**config.mk**
```make
export PLATFORM = sky130hd
export DESIGN_NAME = pipe_skid_stage
export DESIGN_NICKNAME = d
export VERILOG_FILES = /design/src/rtl/pipe_skid_stage.sv
export SDC_FILE = /design/constraint.sdc
export NUM_CORES = 1
export LEC_CHECK = 0
export CORE_ASPECT_RATIO = 1.5
export CORE_MARGIN = 2
export CORE_UTILIZATION = 51
export DETAILED_ROUTE_END_ITERATION = 10
export PLACE_DENSITY = 0.79
export SLEW_MARGIN = 20
export SYNTH_ARGS = -nofsm -noshare
export SYNTH_HDL_FRONTEND = slang
export SYNTH_SLANG_ARGS = --single-unit
```
**constraint.sdc**
```tcl
create_clock -name clk -period 2.4 [get_ports clk]
set_input_delay 0.24 -clock clk [delete_from_list [all_inputs] [get_ports clk]]
set_output_delay 0.24 -clock clk [all_outputs]
set_load 0.02 [all_outputs]
```
**src/rtl/pipe_skid_stage.sv**
```systemverilog
// -----------------------------------------------------------------------------
// pipe_skid_stage
//
// Generic pipeline stage register with a valid/ready handshake on both sides,
// a two-entry skid buffer, a synchronous flush and a saturating stall counter.
// The stage payload is carried as one packed DW-bit vector so the same block
// can stand in for any per-stage flop bank (IF/ID, ID/EX, EX/MEM, MEM/WB).
//
// The buffer holds up to two entries. The main register always drives
// out_data_o. The skid register catches the single beat that is already in
// flight when downstream stalls. Because of this, in_ready_o can be a
// registered signal, and no combinational ready path runs back through the
// pipeline.
//
// Parameters
//   DW        payload width in bits (>= 1)
//   RST_DATA  value loaded into the main and skid registers on reset
//   CNT_W     stall counter width in bits (>= 1)
//
// Ports
//   clk          in   rising-edge clock for all state
//   rst_n        in   asynchronous active-low reset
//   flush_i      in   synchronous kill of every held entry
//   in_valid_i   in   upstream payload valid
//   in_ready_o   out  stage can accept (flop output)
//   in_data_i    in   upstream payload
//   out_valid_o  out  downstream payload valid (flop output)
//   out_ready_i  in   downstream accepts
//   out_data_o   out  downstream payload (main register)
//   occupancy_o  out  number of entries held: 0, 1 or 2
//   stall_cnt_o  out  saturating count of valid-but-not-ready cycles
// -----------------------------------------------------------------------------
module pipe_skid_stage #(
  parameter int unsigned     DW       = 128,
  parameter logic [DW-1:0]   RST_DATA = {DW{1'b0}},
  parameter int unsigned     CNT_W    = 16
) (
  input  logic             clk,
  input  logic             rst_n,
  input  logic             flush_i,
  input  logic             in_valid_i,
  output logic             in_ready_o,
  input  logic [DW-1:0]    in_data_i,
  output logic             out_valid_o,
  input  logic             out_ready_i,
  output logic [DW-1:0]    out_data_o,
  output logic [1:0]       occupancy_o,
  output logic [CNT_W-1:0] stall_cnt_o
);

  // The state encoding is the occupancy value itself, so occupancy_o is a
  // direct flop output.
  typedef enum logic [1:0] {
    ST_EMPTY = 2'd0,
    ST_ONE   = 2'd1,
    ST_TWO   = 2'd2
  } state_e;

  localparam logic [CNT_W-1:0] CNT_ONE = CNT_W'(1);
  localparam logic [CNT_W-1:0] CNT_MAX = {CNT_W{1'b1}};

  state_e           state_q, state_d;
  logic             in_ready_q, in_ready_d;
  logic             out_valid_q, out_valid_d;
  logic [DW-1:0]    main_q, main_d;
  logic [DW-1:0]    skid_q, skid_d;
  logic [CNT_W-1:0] stall_cnt_q, stall_cnt_d;

  logic             in_fire;
  logic             out_fire;
  logic             stalled;

  // Handshake qualifiers. Both use the registered ready/valid, so these terms
  // never feed an output combinationally.
  assign in_fire  = in_valid_i & in_ready_q;
  assign out_fire = out_valid_q & out_ready_i;
  assign stalled  = out_valid_q & ~out_ready_i;

  // ---------------------------------------------------------------------------
  // Next-state and datapath
  // ---------------------------------------------------------------------------
  always_comb begin
    state_d = state_q;
    main_d  = main_q;
    skid_d  = skid_q;

    if (flush_i) begin
      // Flush takes priority over everything else. An accept in this cycle is
      // discarded, and the data registers keep their old contents. The stage
      // no longer reports them as valid, so that stale data is never used.
      state_d = ST_EMPTY;
    end else begin
      unique case (state_q)
        ST_EMPTY: begin
          if (in_fire) begin
            main_d  = in_data_i;
            state_d = ST_ONE;
          end
        end

        ST_ONE: begin
          unique case ({in_fire, out_fire})
            2'b11: main_d = in_data_i;        // streaming: replace in place
            2'b10: begin                      // downstream stalled: park the
              skid_d  = in_data_i;            // younger beat behind main
              state_d = ST_TWO;
            end
            2'b01: state_d = ST_EMPTY;
            default: ;
          endcase
        end

        ST_TWO: begin
          // in_ready is low here, so in_fire cannot happen. The skid entry is
          // the younger one and moves up into main once main is consumed.
          if (out_fire) begin
            main_d  = skid_q;
            state_d = ST_ONE;
          end
        end

        default: state_d = ST_EMPTY;
      endcase
    end

    // Handshake flags are registered copies of the next-state decode. This
    // keeps in_ready_o and out_valid_o as pure flop outputs.
    in_ready_d  = (state_d != ST_TWO);
    out_valid_d = (state_d != ST_EMPTY);
  end

  // ---------------------------------------------------------------------------
  // Stall counter: counts backpressured cycles and saturates at its maximum.
  // Flush does not clear it; only reset does.
  // ---------------------------------------------------------------------------
  always_comb begin
    stall_cnt_d = stall_cnt_q;
    if (stalled && (stall_cnt_q != CNT_MAX)) begin
      stall_cnt_d = stall_cnt_q + CNT_ONE;
    end
  end

  // ---------------------------------------------------------------------------
  // State registers
  // ---------------------------------------------------------------------------
  always_ff @(posedge clk or negedge rst_n) begin
    if (!rst_n) begin
      state_q     <= ST_EMPTY;
      in_ready_q  <= 1'b1;
      out_valid_q <= 1'b0;
      main_q      <= RST_DATA;
      skid_q      <= RST_DATA;
      stall_cnt_q <= '0;
    end else begin
      state_q     <= state_d;
      in_ready_q  <= in_ready_d;
      out_valid_q <= out_valid_d;
      main_q      <= main_d;
      skid_q      <= skid_d;
      stall_cnt_q <= stall_cnt_d;
    end
  end

  assign in_ready_o  = in_ready_q;
  assign out_valid_o = out_valid_q;
  assign out_data_o  = main_q;
  assign occupancy_o = state_q;
  assign stall_cnt_o = stall_cnt_q;

endmodule
```
==> results of run 1 <==
==> layer usage <==
layer  track usage [%]  wire length, um
met1             27.78            11920
met2             40.57            15600
met3             3.644             1369
met4             8.244             1056
met5                 0                0
==> path summary, 6_finish.rpt <==
kind / cells past startpoint / start / end
min in group clk: 2 / in_data_i[116] / skid_q[116]$_DFFE_PN0P_
worst max-delay path: 6 / in_ready_o$_DFF_PN1_ / out_data_o[97]$_DFFE_PN0P_
max in group asynchronous: 3 / rst_n / out_data_o[100]$_DFFE_PN0P_
worst min-delay path: 2 / rst_n / stall_cnt_o[11]$_DFFE_PN0P_
worst max register to register: 6 / in_ready_o$_DFF_PN1_ / out_data_o[97]$_DFFE_PN0P_
worst min register to register: 1 / skid_q[119]$_DFFE_PN0P_ / skid_q[119]$_DFFE_PN0P_
==> cell families (layout without fill, tap and decap cells) <==
kind of cell | Yosys count | after routing | synth area share, %
xor gates and xnor gates | 15 | 15 | 1.036
other | 0 | 1 | 0
DFF | 276 | 276 | 54.49
adders and majority gates | 1 | 1 | 0.09867
and+or+nand+nor | 425 | 425 | 13.31
muxes | 257 | 257 | 26.38
AOI/OAI and AO/OA | 6 | 6 | 0.5231
buffers and inverters | 58 | 357 | 4.165
==> through the flow <==
| stage | hold slack (ps) | cell area, um2 | setup WS (ps) | power, mW |
|---|---|---|---|---|
| 2_1_floorplan | -55.59 | 12680 | 539.7 | 10.97 |
| 3_3_place_gp | 233.8 | 15790 | 241.2 | 13.45 |
| 3_5_place_dp | 234.9 | 15790 | 227.0 | 13.71 |
| 4_1_cts | 269.1 | 16800 | 409.1 | 18.45 |
| 5_1_grt | 293.5 | 16800 | 312.8 | 19.15 |
| 6_report | 270.8 | 16800 | 420.9 | 18.29 |
==> power by group through the flow <==
stage / registers (mW) / clock network [mW] / logic [mW]
6_report: 7.62 / 4.65 / 6.02
5_1_grt: 7.82 / 4.95 / 6.37
4_1_cts: 7.61 / 4.75 / 6.09
3_5_place_dp: 7.64 / 0 / 6.06
3_3_place_gp: 7.57 / 0 / 5.88
2_1_floorplan: 8.36 / 0 / 2.61
==> flip-flops by register name (all words and copies together) (netlist names) <==
name and flops:
skid_q 128, out_valid_o 1, in_ready_o 1, out_data_o 128, occupancy_o 2, stall_cnt_o 16
==> cell type report <==
class,instances,area share (%)
multi-input cells,704,31.28
well taps,324,2.413
diodes,1,0.01489
clock inverters,17,1.415
flip-flops and latches,276,41.12
repair buffers,306,19.23
clock buffers,33,4.513
inverters,1,0.02234
==> worst max-delay path, stage by stage (launching register included) <==
cell and delay (ps):
dfstp_2 550, and3b_2 250, nand2b_2 100, a21oi_4 200, buf_4 210, buf_12 220, mux2_4 320
==> timing repair <==
item                                   CTS  global route
setup endpoints to repair                0             0
hold buffers                             1             0
endpoints found under the hold margin   57             0
==> cell usage in the layout (no fill, tap or decap), types with 2 or more instances in the layout <==
cell type | synthesis | final
buf_4 | 1 | 7
clkbuf_8 | 0 | 6
clkinv_4 | 0 | 3
nand4b_1 | 2 | 2
nand2_1 | 392 | 392
clkinvlp_4 | 0 | 5
mux2_1 | 26 | 26
clkinv_2 | 0 | 3
nand2b_1 | 3 | 2
nor4_1 | 3 | 3
clkdlybuf4s50_1 | 0 | 279
nand4_1 | 8 | 8
buf_12 | 11 | 18
xnor2_1 | 10 | 10
nand3_1 | 5 | 5
dfrtp_1 | 275 | 275
clkbuf_16 | 0 | 27
mux2_4 | 120 | 120
nor2_1 | 2 | 2
and3_1 | 2 | 2
xor2_1 | 5 | 5
and4_1 | 2 | 2
mux2_2 | 111 | 111
bufinv_16 | 0 | 5
==> impl_metrics.ini, run 1 <==
[floorplan]
start_util_pct = 51.88
die-area_um2 = 26160
die_x_um = 132.7
io_pins = 281
rows = 70
die_y_um = 197.1
core_um2 = 24440

[synthesis]
synth.most_common_cell = nand2_1
synth_edf_count = 0
synth_area_leaders = dfrtp_1 (54%), mux2_4 (14%), nand2_1 (12%), mux2_2 (9.9%), mux2_1 (2.3%)
ys_warn_count = 0
yosys_most_used_dff = dfrtp_1
yosys.area.top_type = dfrtp_1
ys_types = 37
async_flop_share_pct = 100.0
ys_top_cells_by_count = nand2_1 (392), dfrtp_1 (275), mux2_4 (120)
netlist_area_um2 = 12680
avgSynthCellArea_um2 = 12.21
ys_ff_latch = 276
yosysSeqAreaShare_pct = 54.49
synth_top_area_share_pct = 54.28
synth_nets = 1172
syn_inst = 1038

[power_and_ir_drop]
switching_share_pct = 30.02
combPwrFrac_pct = 32.9
p_leak_nw = 7.820
seq_power_share_pct = 41.7
power.internal_mw = 12.80
clkPwrFrac_pct = 25.4
power_switching_mw = 5.491
ir_worst_vdd_v = 0.0006981
p_per_area_nw_per_um2 = 1089

[finish]
fin_util_pct = 68.76
final_nets = 1450
area.sequential_um2 = 6908
finalNonFillerCells = 1662
fillerInstances = 1719
syn2layout_area_growth_pct = 32.52
drive_gt1_share_pct = 23.49
multiInputGateArea_um2 = 5255

[placed_design]
dp_hpwl_um = 20130
gp_congestion = 0.8204
dp.cells = 1610
portBuffers = 280

[sta]
fmax_mhz = 505.3
setup-tns-final_ps = 0
finalMaxSlewViolations = 0
rsz0062_at_grt = false
fin_crit_ps = 1979
tightest_slew_ps = 667.3
finalSetupViolations = 0
relSlewSlack_pct = 55.51
finClkSkew_ps = 22.62
fin_crit_sh_pct = 82.46
hold_viol = 0

[routing]
wl_um = 29940
avgViaCountPerCell = 5.131
drt_iter0_markers = 363
final_antenna_net_count = 0
firstDrtPassIters = 4
vias = 8528
wl_per_cell_um = 18.01
drc_errors = 0

[cts]
htree_levels = 1
clock_path_buffers = 3
ctsResizeCount = 0
path_clk_slew_ps = 60
clock-root-buffer = clkbuf_16
cts_buffers = 27
cts_sinks = 276
cts_tree = yes
postCtsSetupRepairBufs = 0
clk_latency_ps = 540

[grt]
grt_pass1_wl_um = 47800
grt_pass1_vias = 9091
grt_use_total_pct = 22.72
grt_max_degree = 130
antenna_found_initial = 1
gr-total-overflow = 0

[setup_path]
worstPathRequired_ps = 2800
cp.arrival_ps = 2380
crit_type = reg2reg
ff2ff_setup_slack_ps = 420
cp-end-kind = register
cp_max_fo = 23
worst_setup_path_start_kind = register

[flow_run]
cap_viol_max_count = 0

[outcome]
status = finished, final reports clean

[hold_path]
min_path_type = in2async
(Power assumes the default switching activity.)
==> inputs of run 2 (changes only) <==
Clock period 2.4 ns to 1.9 ns, I/O delays scaled along.
==> run 2 against run 1 <==
Net effect:
- setup slack worse by 410 ps
- maximum frequency increased by 4.7%
- global-route usage rose by 0.71 points
- clock power increased by 29%
- final area rose by 2.2%
- non-clock buffer count grew 42
- sequential share of layout area is 0.90 points lower
- highest routed layer unchanged
- clock skew decreased by 5.2 ps
- combinational power up 29%
- critical path depth did not move
==> impl_metrics.ini, run 2 (same netlist as run 1, synthesis figures left out) <==
[cts]
clk_latency_ps = 530
cts_tree = yes
cts_buffers = 27
clock_path_buffers = 3
htree_levels = 1
clock-root-buffer = clkbuf_16
cts_sinks = 276
path_clk_slew_ps = 70

[grt]
gr-total-overflow = 0
antenna_found_initial = 2
grt_use_total_pct = 23.43
grt_pass1_wl_um = 49170
grt_max_degree = 130
grt_pass1_vias = 9471

[setup_path]
cp_max_fo = 13
critPathMostFrequentCell = buf_12
cp-end-kind = register
critPathTopFamily = flip-flops
worst_setup_path_start_kind = register
cp_cell_sequence = and3b_2, nand2b_2, a21oi_4, buf_12, buf_12, mux2_2
cp.arrival_ps = 2310
worst-path-buf-inv = 2
cp.depth = 6
slowest_delay_ps = 520
rr_worst_depth = 6
cp_slowest_cell = dfstp_2
crit_type = reg2reg
worstPathRequired_ps = 2320

[placed_design]
portBuffers = 280
dp_hpwl_um = 21610
gp_congestion = 0.8363
pre_cts_ws_ps = -196.9
dp.cells = 1646
dpl_cell_area_um2 = 16100

[finish]
syn2layout_area_growth_pct = 35.50
final_nets = 1492
final_common_cell = nand2_1
multiInputGateArea_um2 = 5263
area.sequential_um2 = 6908
drive_gt1_share_pct = 25.60
mostFrequentLayoutCells = nand2_1 (392), clkdlybuf4s50_1 (277), dfrtp_1 (275)
fin_util_pct = 70.30
fillerInstances = 1689
finalNonFillerCells = 1705
final_area_um2 = 17180

[power_and_ir_drop]
switching_share_pct = 29.57
ir_worst_vdd_v = 0.0009089
fin_total_pwr_mw = 23.41
p_leak_nw = 8.064
combPwrFrac_pct = 33.3
seq_power_share_pct = 41.2
power_switching_mw = 6.922
clkPwrFrac_pct = 25.6
power.internal_mw = 16.49
p_per_area_nw_per_um2 = 1363

[sta]
timing.hold.ws_ps = 213.1
fin_crit_sh_pct = 99.49
finClkSkew_ps = 17.45
fin_crit_ps = 1890
fmax_mhz = 529.0
tightest_slew_ps = 639.8
rsz0062_at_grt = true
finalMaxSlewViolations = 0
setup-tns-final_ps = 0
finalSetupViolations = 0
fin_ws_ps = 9.643
hold_viol = 0
relSlewSlack_pct = 57.35

[flow_run]
cap_viol_max_count = 0

[floorplan]
io_pins = 281
die_y_um = 197.1
core_um2 = 24440
die-area_um2 = 26160
die_x_um = 132.7
rows = 70
start_util_pct = 51.88

[routing]
firstDrtPassIters = 5
drc_errors = 0
drt_iter0_markers = 397
wl_um = 30580
final_antenna_net_count = 0
vias = 8692
wl_per_cell_um = 17.93
avgViaCountPerCell = 5.098

[outcome]
status = finished, final reports clean

[hold_path]
min_path_type = in2async
run 2: changes by cell type in the layout (fill, tap and decap cells not counted), moves of 2 or more:
cell / previous run / this run
buf_12: 18 / 21
buf_4: 7 / 45
bufinv_16: 5 / 7
clkbuf_1: 0 / 3
clkbuf_8: 6 / 4
clkdlybuf4s50_1: 279 / 277
clkinv_2: 3 / 5
clkinv_4: 3 / 0
clkinvlp_4: 5 / 2
dlygate4sd2_1: 0 / 2
mux2_2: 111 / 109
mux2_4: 120 / 122
run 2: area by class of cell:
type	instances	area share [%]
timing repair buffer	348	20.87
tap	324	2.360
inverter	1	0.02185
clock buffer	34	4.319
antenna	2	0.02913
clock inverter	16	1.559
sequential	276	40.21
multi-input combinational	704	30.63
run 2: layer usage:
layer	wire length [um]	part of all wire, %	GRT usage (%)
met1	11960	39	27.80
met2	16450	54	43.58
met3	1142	3.7	2.540
met4	1032	3.4	8.722
met5	0	0	0
run 2: path summary, 6_finish.rpt:
check                                         from                    endpoint  slack, ps
min in group clk                    in_data_i[123]     skid_q[123]$_DFFE_PN0P_        280
min                                          rst_n      skid_q[17]$_DFFE_PN0P_        210
max in group asynchronous                    rst_n        in_ready_o$_DFF_PN1_        960
max reg2reg                   in_ready_o$_DFF_PN1_  out_data_o[85]$_DFFE_PN0P_         10
min reg2reg                skid_q[117]$_DFFE_PN0P_     skid_q[117]$_DFFE_PN0P_        490
max                           in_ready_o$_DFF_PN1_  out_data_o[85]$_DFFE_PN0P_         10
run 2: what timing repair did:
item                                    4_1_cts  5_1_grt
pin swaps                                     1        0
setup buffers                                 3        3
hold buffers                                  1        0
endpoints found under the setup margin       62      105
endpoints found under the hold margin        62        0
resized for setup                             3        2
run 2: power groups by stage:
| stage | sequential [mW] | combinational [mW] | clock, mW |
|---|---|---|---|
| CTS | 9.62 | 7.85 | 6.11 |
| finish | 9.63 | 7.79 | 5.99 |
| global route | 9.88 | 8.26 | 6.37 |
| floorplan | 10.6 | 3.30 | 0 |
| global placement | 9.57 | 7.57 | 0 |
| detailed placement | 9.65 | 7.83 | 0 |
run 2: worst register-to-register path, cell delays in order (launching register included):
cell,delay [ps]
dfstp_2,520
and3b_2,250
nand2b_2,100
a21oi_4,210
buf_12,190
buf_12,180
mux2_2,340
